[src/rtl/fv_bank_cntl.sv]
// Feature-vector bank controller: fetches WORDS consecutive SRAM words for one
// latched request and streams them to the requesting PE through a 2-entry FIFO.
module fv_bank_cntl #(
    parameter int DATA_W  = 16,
    parameter int TAG_W   = 2,
    parameter int ENTRY_W = 4,
    parameter int WORDS   = 4,
    localparam int WL     = $clog2(WORDS)
) (
    input  logic                  clk,
    input  logic                  reset,
    input  logic                  req_valid,
    input  logic [TAG_W-1:0]      req_pe_tag,
    input  logic [ENTRY_W-1:0]    req_entry,
    output logic                  bank_busy,
    output logic                  sram_cen,
    output logic [ENTRY_W+WL-1:0] sram_addr,
    input  logic [DATA_W-1:0]     sram_q,
    output logic                  pe_valid,
    input  logic                  pe_ready,
    output logic [DATA_W-1:0]     pe_data,
    output logic [TAG_W-1:0]      pe_tag,
    output logic                  pe_last,
    output logic                  drop_err,
    output logic [1:0]            dbg_state
);

    localparam int CNT_W = WL + 1;
    localparam logic [CNT_W-1:0] LAST = CNT_W'(WORDS - 1);

    typedef enum logic [1:0] {
        IDLE  = 2'd0,
        READ  = 2'd1,
        DRAIN = 2'd2
    } state_t;

    state_t               state_q, state_d;
    logic [TAG_W-1:0]     tag_q, tag_d;
    logic [ENTRY_W-1:0]   entry_q, entry_d;
    logic [CNT_W-1:0]     issue_cnt_q, issue_cnt_d;
    logic [CNT_W-1:0]     out_cnt_q, out_cnt_d;
    logic                 inflight_q;
    logic [DATA_W-1:0]    fifo_q [2];
    logic                 wr_ptr_q, rd_ptr_q;
    logic [1:0]           count_q, count_d;
    logic                 drop_q;

    logic                 push, pop, issue;
    logic [2:0]           occ;

    // Handshake: a word transfers in any cycle with pe_valid=1 and pe_ready=1;
    // once pe_valid rises, data/tag/last hold until that transfer happens.
    assign pe_valid = (count_q != 2'd0);
    assign pop      = pe_valid & pe_ready;
    assign push     = inflight_q;

    // Issue only if the FIFO is guaranteed a free slot when the data returns.
    assign occ   = {1'b0, count_q} + {2'b0, inflight_q};
    assign issue = (state_q == READ) && (occ < (3'd2 + {2'b0, pop}));

    assign count_d = count_q + {1'b0, push} - {1'b0, pop};

    always_comb begin
        state_d     = state_q;
        tag_d       = tag_q;
        entry_d     = entry_q;
        issue_cnt_d = issue_cnt_q;
        out_cnt_d   = out_cnt_q;
        case (state_q)
            IDLE: begin
                if (req_valid) begin
                    tag_d       = req_pe_tag;
                    entry_d     = req_entry;
                    issue_cnt_d = '0;
                    out_cnt_d   = '0;
                    state_d     = READ;
                end
            end
            READ: begin
                if (issue) begin
                    issue_cnt_d = issue_cnt_q + 1'b1;
                    if (issue_cnt_q == LAST) state_d = DRAIN;
                end
            end
            DRAIN: ;
            default: state_d = IDLE;
        endcase
        if (pop && (state_q != IDLE)) begin
            out_cnt_d = out_cnt_q + 1'b1;
            if (out_cnt_q == LAST) state_d = IDLE;
        end
    end

    always_ff @(posedge clk or negedge reset) begin
        if (!reset) begin
            state_q     <= IDLE;
            tag_q       <= '0;
            entry_q     <= '0;
            issue_cnt_q <= '0;
            out_cnt_q   <= '0;
            inflight_q  <= 1'b0;
            for (int i = 0; i < 2; i++) fifo_q[i] <= '0;
            wr_ptr_q    <= 1'b0;
            rd_ptr_q    <= 1'b0;
            count_q     <= 2'd0;
            drop_q      <= 1'b0;
        end else begin
            state_q     <= state_d;
            tag_q       <= tag_d;
            entry_q     <= entry_d;
            issue_cnt_q <= issue_cnt_d;
            out_cnt_q   <= out_cnt_d;
            inflight_q  <= issue;
            if (push) begin
                fifo_q[wr_ptr_q] <= sram_q;
                wr_ptr_q         <= ~wr_ptr_q;
            end
            if (pop) rd_ptr_q <= ~rd_ptr_q;
            count_q     <= count_d;
            if (req_valid && (state_q != IDLE)) drop_q <= 1'b1;
        end
    end

    assign sram_cen  = ~issue;
    assign sram_addr = issue ? {entry_q, issue_cnt_q[WL-1:0]} : '0;
    assign pe_data   = pe_valid ? fifo_q[rd_ptr_q] : '0;
    assign pe_tag    = tag_q;
    assign pe_last   = pe_valid && (out_cnt_q == LAST);
    assign bank_busy = (state_q != IDLE);
    assign drop_err  = drop_q;
    assign dbg_state = state_q;

endmodule

[config.mk]
export PLATFORM = sky130hd
export DESIGN_NAME = fv_bank_cntl
export DESIGN_NICKNAME = d
export VERILOG_FILES = /design/src/rtl/fv_bank_cntl.sv
export SDC_FILE = /design/constraint.sdc
export NUM_CORES = 1
export LEC_CHECK = 0
export BUFFER_PORTS_ARGS = -buffer_cell sky130_fd_sc_hd__buf_2
export CORE_UTILIZATION = 45
export DETAILED_ROUTE_END_ITERATION = 10
export PLACE_DENSITY = 0.78
export SYNTH_ARGS = -nofsm -noshare
export SYNTH_HDL_FRONTEND = slang
export SYNTH_SLANG_ARGS = --single-unit
[constraint.sdc]
create_clock -name clk -period 3.73 [get_ports clk]
set_input_delay 0 -clock clk [delete_from_list [all_inputs] [get_ports clk]]
set_output_delay 0 -clock clk [all_outputs]
set_load 0.01 [all_outputs]
After elaboration in Yosys (flattened, before gate mapping) --
Cells that the tools add are included.
Operators by class: bitwise operators 6, reduce and logical (&&, ||, !) cells 14, equal/unequal tests 6, multiplexer cells 19, $lt $le $gt $ge 4, $add $sub $neg 6
Operators with widths (number):
- $mux 16 | 5
- $bwmux 32 | 1
- $demux 16 s1 | 1
- $mux 3 | 4
- $mux 2 | 5
- $reduce_bool 2->1 | 5
- $add 3x1->3 const B | 2
- $eq 3x2->1 const B | 2
- $mux 6 | 1
- $pmux 2 s3 | 1
- $pmux 3 s2 | 1
- $logic_and 1x1->1 | 5
- $ge 2x2->1 const B | 2
- $ne 2x2->1 const B | 2
- $not 1->2 | 2
- $reduce_and 2->1 | 2
- $add 2x1->3 | 1
- $add 2x1->3 const A | 1
- $lt 3x3->1 | 1
- $not 1->1 | 3
- $reduce_and 3->1 | 1
- $add 2x1->2 | 1
- $eq 2x1->1 const B | 1
- $eq 2x2->1 const B | 1
- 4 further kinds | 4
Storage, ports and cells: word-level logic and storage cells 67, bits in registers 52, input port bits 26, output and inout port bits 31

Depth between registers and ports, before layout --
depth after elaboration 9, mapped depth 7

Least setup slack after synthesis --
Ideal clock, no wire load.
path type register -> register, start point reg inflight_q, end point reg issue_cnt_q[0], clock period less this slack 1.556 ns, path buffers 1, data required time 3.651 ns, path slack 2.174 ns, setup time 0.079 ns, cell stages (with the launch flop) 7, arrival time 1.477 ns, cells stage by stage dfrtp_1 ha_1 ha_1 o21ai_2 and4bb_4 buf_6 mux2i_1
Between the ends: longest elaborated chain between the ends 5
RTL lines:
- from (decl) | RTL line 42 | logic inflight_q;
- from (signal assigned) | RTL line 113 | inflight_q <= issue;
- $add 2x1->3 | RTL line 58 | assign occ = {1'b0, count_q} + {2'b0, inflight_q};
- $lt 3x3->1 | RTL line 59 | assign issue = (state_q == READ) && (occ < (3'd2 + {2'b0, pop}));
- $logic_and 1x1->1 | RTL line 59
- net issue | RTL line 48 | logic push, pop, issue;
- $ne 2x2->1 (no line)
- $reduce_and 3->1 (no line)
- to (signal assigned) | RTL line 111 | issue_cnt_q <= issue_cnt_d;
- to (decl) | RTL line 40 | logic [CNT_W-1:0] issue_cnt_q, issue_cnt_d;
The timed path passes the listed nets, and every way through them passes these cells. A chain may end at the register's enable or synchronous reset.

Worst setup path in the final report --
start point reg inflight_q, end point out sram_addr[5]
Between the ends: longest elaborated chain between the ends 4
RTL lines:
- $add 2x1->3 | RTL line 58
- $lt 3x3->1 | RTL line 59
- $logic_and 1x1->1 | RTL line 59
- $mux 6 | RTL line 125 | assign sram_addr = issue ? {entry_q, issue_cnt_q[WL-1:0]} : '0;
- to (decl) | RTL line 17 | output logic [ENTRY_W+WL-1:0] sram_addr,
Every way passes these cells.

==> impl_results.md <==
- Final Max Slew Viols: 0
- Chip width: 75.1 um
- Starting Density: 0.468
- Fin util: 0.599
- PwrDens: 871 mW/mm^2
- Clk root buf: clkbuf_8
- Max cap viols: 0
- Worst Setup EP: sram_addr[5]
- Power, Total: 2680 uW
- Initial antenna violation count: 0
- Slew HR: 0.347
- Placer Congestion: 0.690
- Vias/cell: 4.85
- Peak VDD IR: 386 uV
- Yosys Warn Count: 0
- CP arrival: 1950 ps
- Largest net degree at the start of global routing: 53
- Synth Instances: 189
- Seq/Total Area, Yosys: 0.541
- Number of nets in the layout: 306
- Final WL: 4820 um
- Die area: 0.00564 mm^2
- Synth Register Bits: 52
- Share of the synthesized area in the top cell type: 0.541
- Max Buffers Root-to-Sink: 2
- Global-route wire length before repair: 7450 um
- DIE HEIGHT: 75.1 um
- Setup ws final: 1780 ps
- H-tree levels: 2
- Pre-Repair DR Iteration Count: 4
- Crit path top cell by count: ha_1
- Std cell rows: 26
- Slowest cell on the critical path: dfrtp_1
- Startpoint Class: flop
- Worst path max stage delay: 430 ps
- Status: finished clean
- Fmax: 512 MHz
- Syn nets: 223
- Diode count: 0
- Slew of the pin with the lowest slew margin: 980 ps
- Crit end category: output port
- Reg2Reg Depth: 7
- Top area cells in the synthesized netlist: dfrtp_1 (54%), mux2_2 (18%), mux2i_1 (7.9%)
- Share of post-route cells with drive strength above 1: 0.388
- Final hold vios: 0
- RSZ-0062 raised after global routing: no
- Vias: 1664
- Crit path launch: inflight_q$_DFF_PN0_
- Synth cell types: 23
- Initial DRC Count: 40
- Reg2reg start: count_q[1]$_DFF_PN0_
- R2r setup slk: 1980 ps
- Avg Synthesized Cell Area: 12.7 um^2
- Post-route cell area: 0.00308 mm^2
- Hold Path Class: in -> async
- Dpl cell area: 0.00275 mm^2
- Area Growth Syn to Fin: 28.0%
- Num CTS Buffers: 5
- Total GRT Usage: 0.179
- Post-CTS setup buffers: 0
- Skew-Pair Late Insertion Delay: 300 ps
- Reg2Reg Capture Point: count_q[1]$_DFF_PN0_
- I/O pins: 57
- Routed length per instance: 14.0 um
- Crit path cell chain: ha_1 -> ha_1 -> o21ai_2 -> and4bb_4 -> and2_1 -> buf_2
- Clk slew on worst S/H paths: 90 ps
- Worst slack at placement: 2020 ps
- Leakage: 0.00150 uW
- Vias in the first global route: 1614
- Min Tclk post-route: 1950 ps
- Setup TNS: 0 ps
- Skew final: 6.94 ps
- Worst-path maximum fanout: 11
- Core region area: 0.00514 mm^2
- Remaining DRCs: 0
- Kind of critical path: reg -> out
- Crit path required time: 3730 ps
- CTS tree: built
- # setup viols final: 0
- Input/output buffers: 56
- Final Cycle Share: 0.523
- Post-DP HPWL: 2950 um
- Sinks on Clock Net: 52
- Synth Cell Area: 0.00241 mm^2
- Final antenna-violating net count: 0
- Total grt overflow: 0
- Yosys top cell by area: dfrtp_1
==> how the worst min path moves through the flow <==
stage | to | cells past startpoint | slack, ps | from
finish | fifo_q[24]$_DFFE_PN0P_ | 3 | 350 | reset
global route | fifo_q[22]$_DFFE_PN0P_ | 3 | 410 | reset
CTS | fifo_q[22]$_DFFE_PN0P_ | 3 | 360 | reset
detailed placement | fifo_q[3]$_DFFE_PN0P_ | 2 | 160 | reset
global placement | fifo_q[5]$_DFFE_PN0P_ | 2 | 160 | reset
floorplan | count_q[0]$_DFF_PN0_ | 0 | -300 | reset
==> per-layer routing <==
metal / GRT usage / vias up / wire length [um]
met5: 0 / - / 0
met4: 0.0482 / 0 / 43
met3: 0.0428 / 7 / 155
met2: 0.303 / 46 / 2480
met1: 0.232 / 805 / 2130
li1: - / 806 / -
==> cells by family after synthesis <==
kind of cell / share of synthesized area
flops: 0.541
buf+inv: 0.0354
compound gates: 0.0208
xor+xnor: 0.0146
mux: 0.257
fa+ha+maj: 0.0416
simple gates: 0.0900
==> Yosys cell counts, drive strengths merged <==
cell / instances
dfrtp: 52
mux2: 38
mux2i: 19
nor2: 18
inv: 9
buf: 8
ha: 8
nand2: 8
and2: 6
o21ai: 5
nand3: 4
nor2b: 3
xnor2: 3
a21oi: 2
a21o: 1
and3b: 1
and4bb: 1
nand3b: 1
nor4bb: 1
xor2: 1
==> layout by cell type, fill, tap and decap left out, drive strengths merged, types with 2 or more instances in the layout <==
master / instances
buf: 59
xnor2: 3
a21oi: 2
nor2: 18
clkbuf: 7
nor2b: 3
and2: 6
nand2: 8
ha: 8
mux2: 38
mux2i: 19
nand3: 4
o21ai: 5
dfrtp: 52
inv: 9
dlygate4sd3: 25
==> flip-flops by register name, summed over array words and instances (netlist names) <==
name	cells
inflight_q	1
pe_tag	2
wr_ptr_q	1
out_cnt_q	3
dbg_state	2
issue_cnt_q	3
fifo_q	32
count_q	2
drop_err	1
entry_q	4
rd_ptr_q	1
==> area by class of cell <==
| cell class | count | area [um^2] |
|---|---|---|
| clock inverter | 1 | 8.76 |
| timing repair buffer | 84 | 553 |
| fill | 432 | 2060 |
| clock buffer | 7 | 76.3 |
| tap | 70 | 87.6 |
| sequential | 52 | 1300 |
| inverter | 9 | 33.8 |
| multi-input combinational | 120 | 1020 |
==> worst max-delay path: cells and delay by family (launching register included) <==
kind,cells,cell delay (ps)
buf+inv,1,120
simple gates,2,510
flops,1,430
compound gates,1,90
fa+ha+maj,2,510
==> metrics by stage <==
stage | hold slack (ps) | cells
6_report | 352 | 343
3_3_place_gp | 157 | 310
3_5_place_dp | 157 | 310
2_1_floorplan | -296 | 189
5_1_grt | 414 | 343
4_1_cts | 356 | 343
==> report_power, final <==
| part | switching [uW] | leakage (uW) | internal (uW) |
|---|---|---|---|
| sequential | 215 | 0.000615 | 845 |
| combinational | 622 | 0.000844 | 691 |
| clock | 175 | 0.0000424 | 134 |
| total | 1010 | 0.00150 | 1670 |
==> what timing repair did <==
item	4_1_cts	5_1_grt
resized for setup	0	0
hold buffers	25	0
hold endpoints to repair	92	0
No activity file was read; power rests on OpenSTA's default activity.
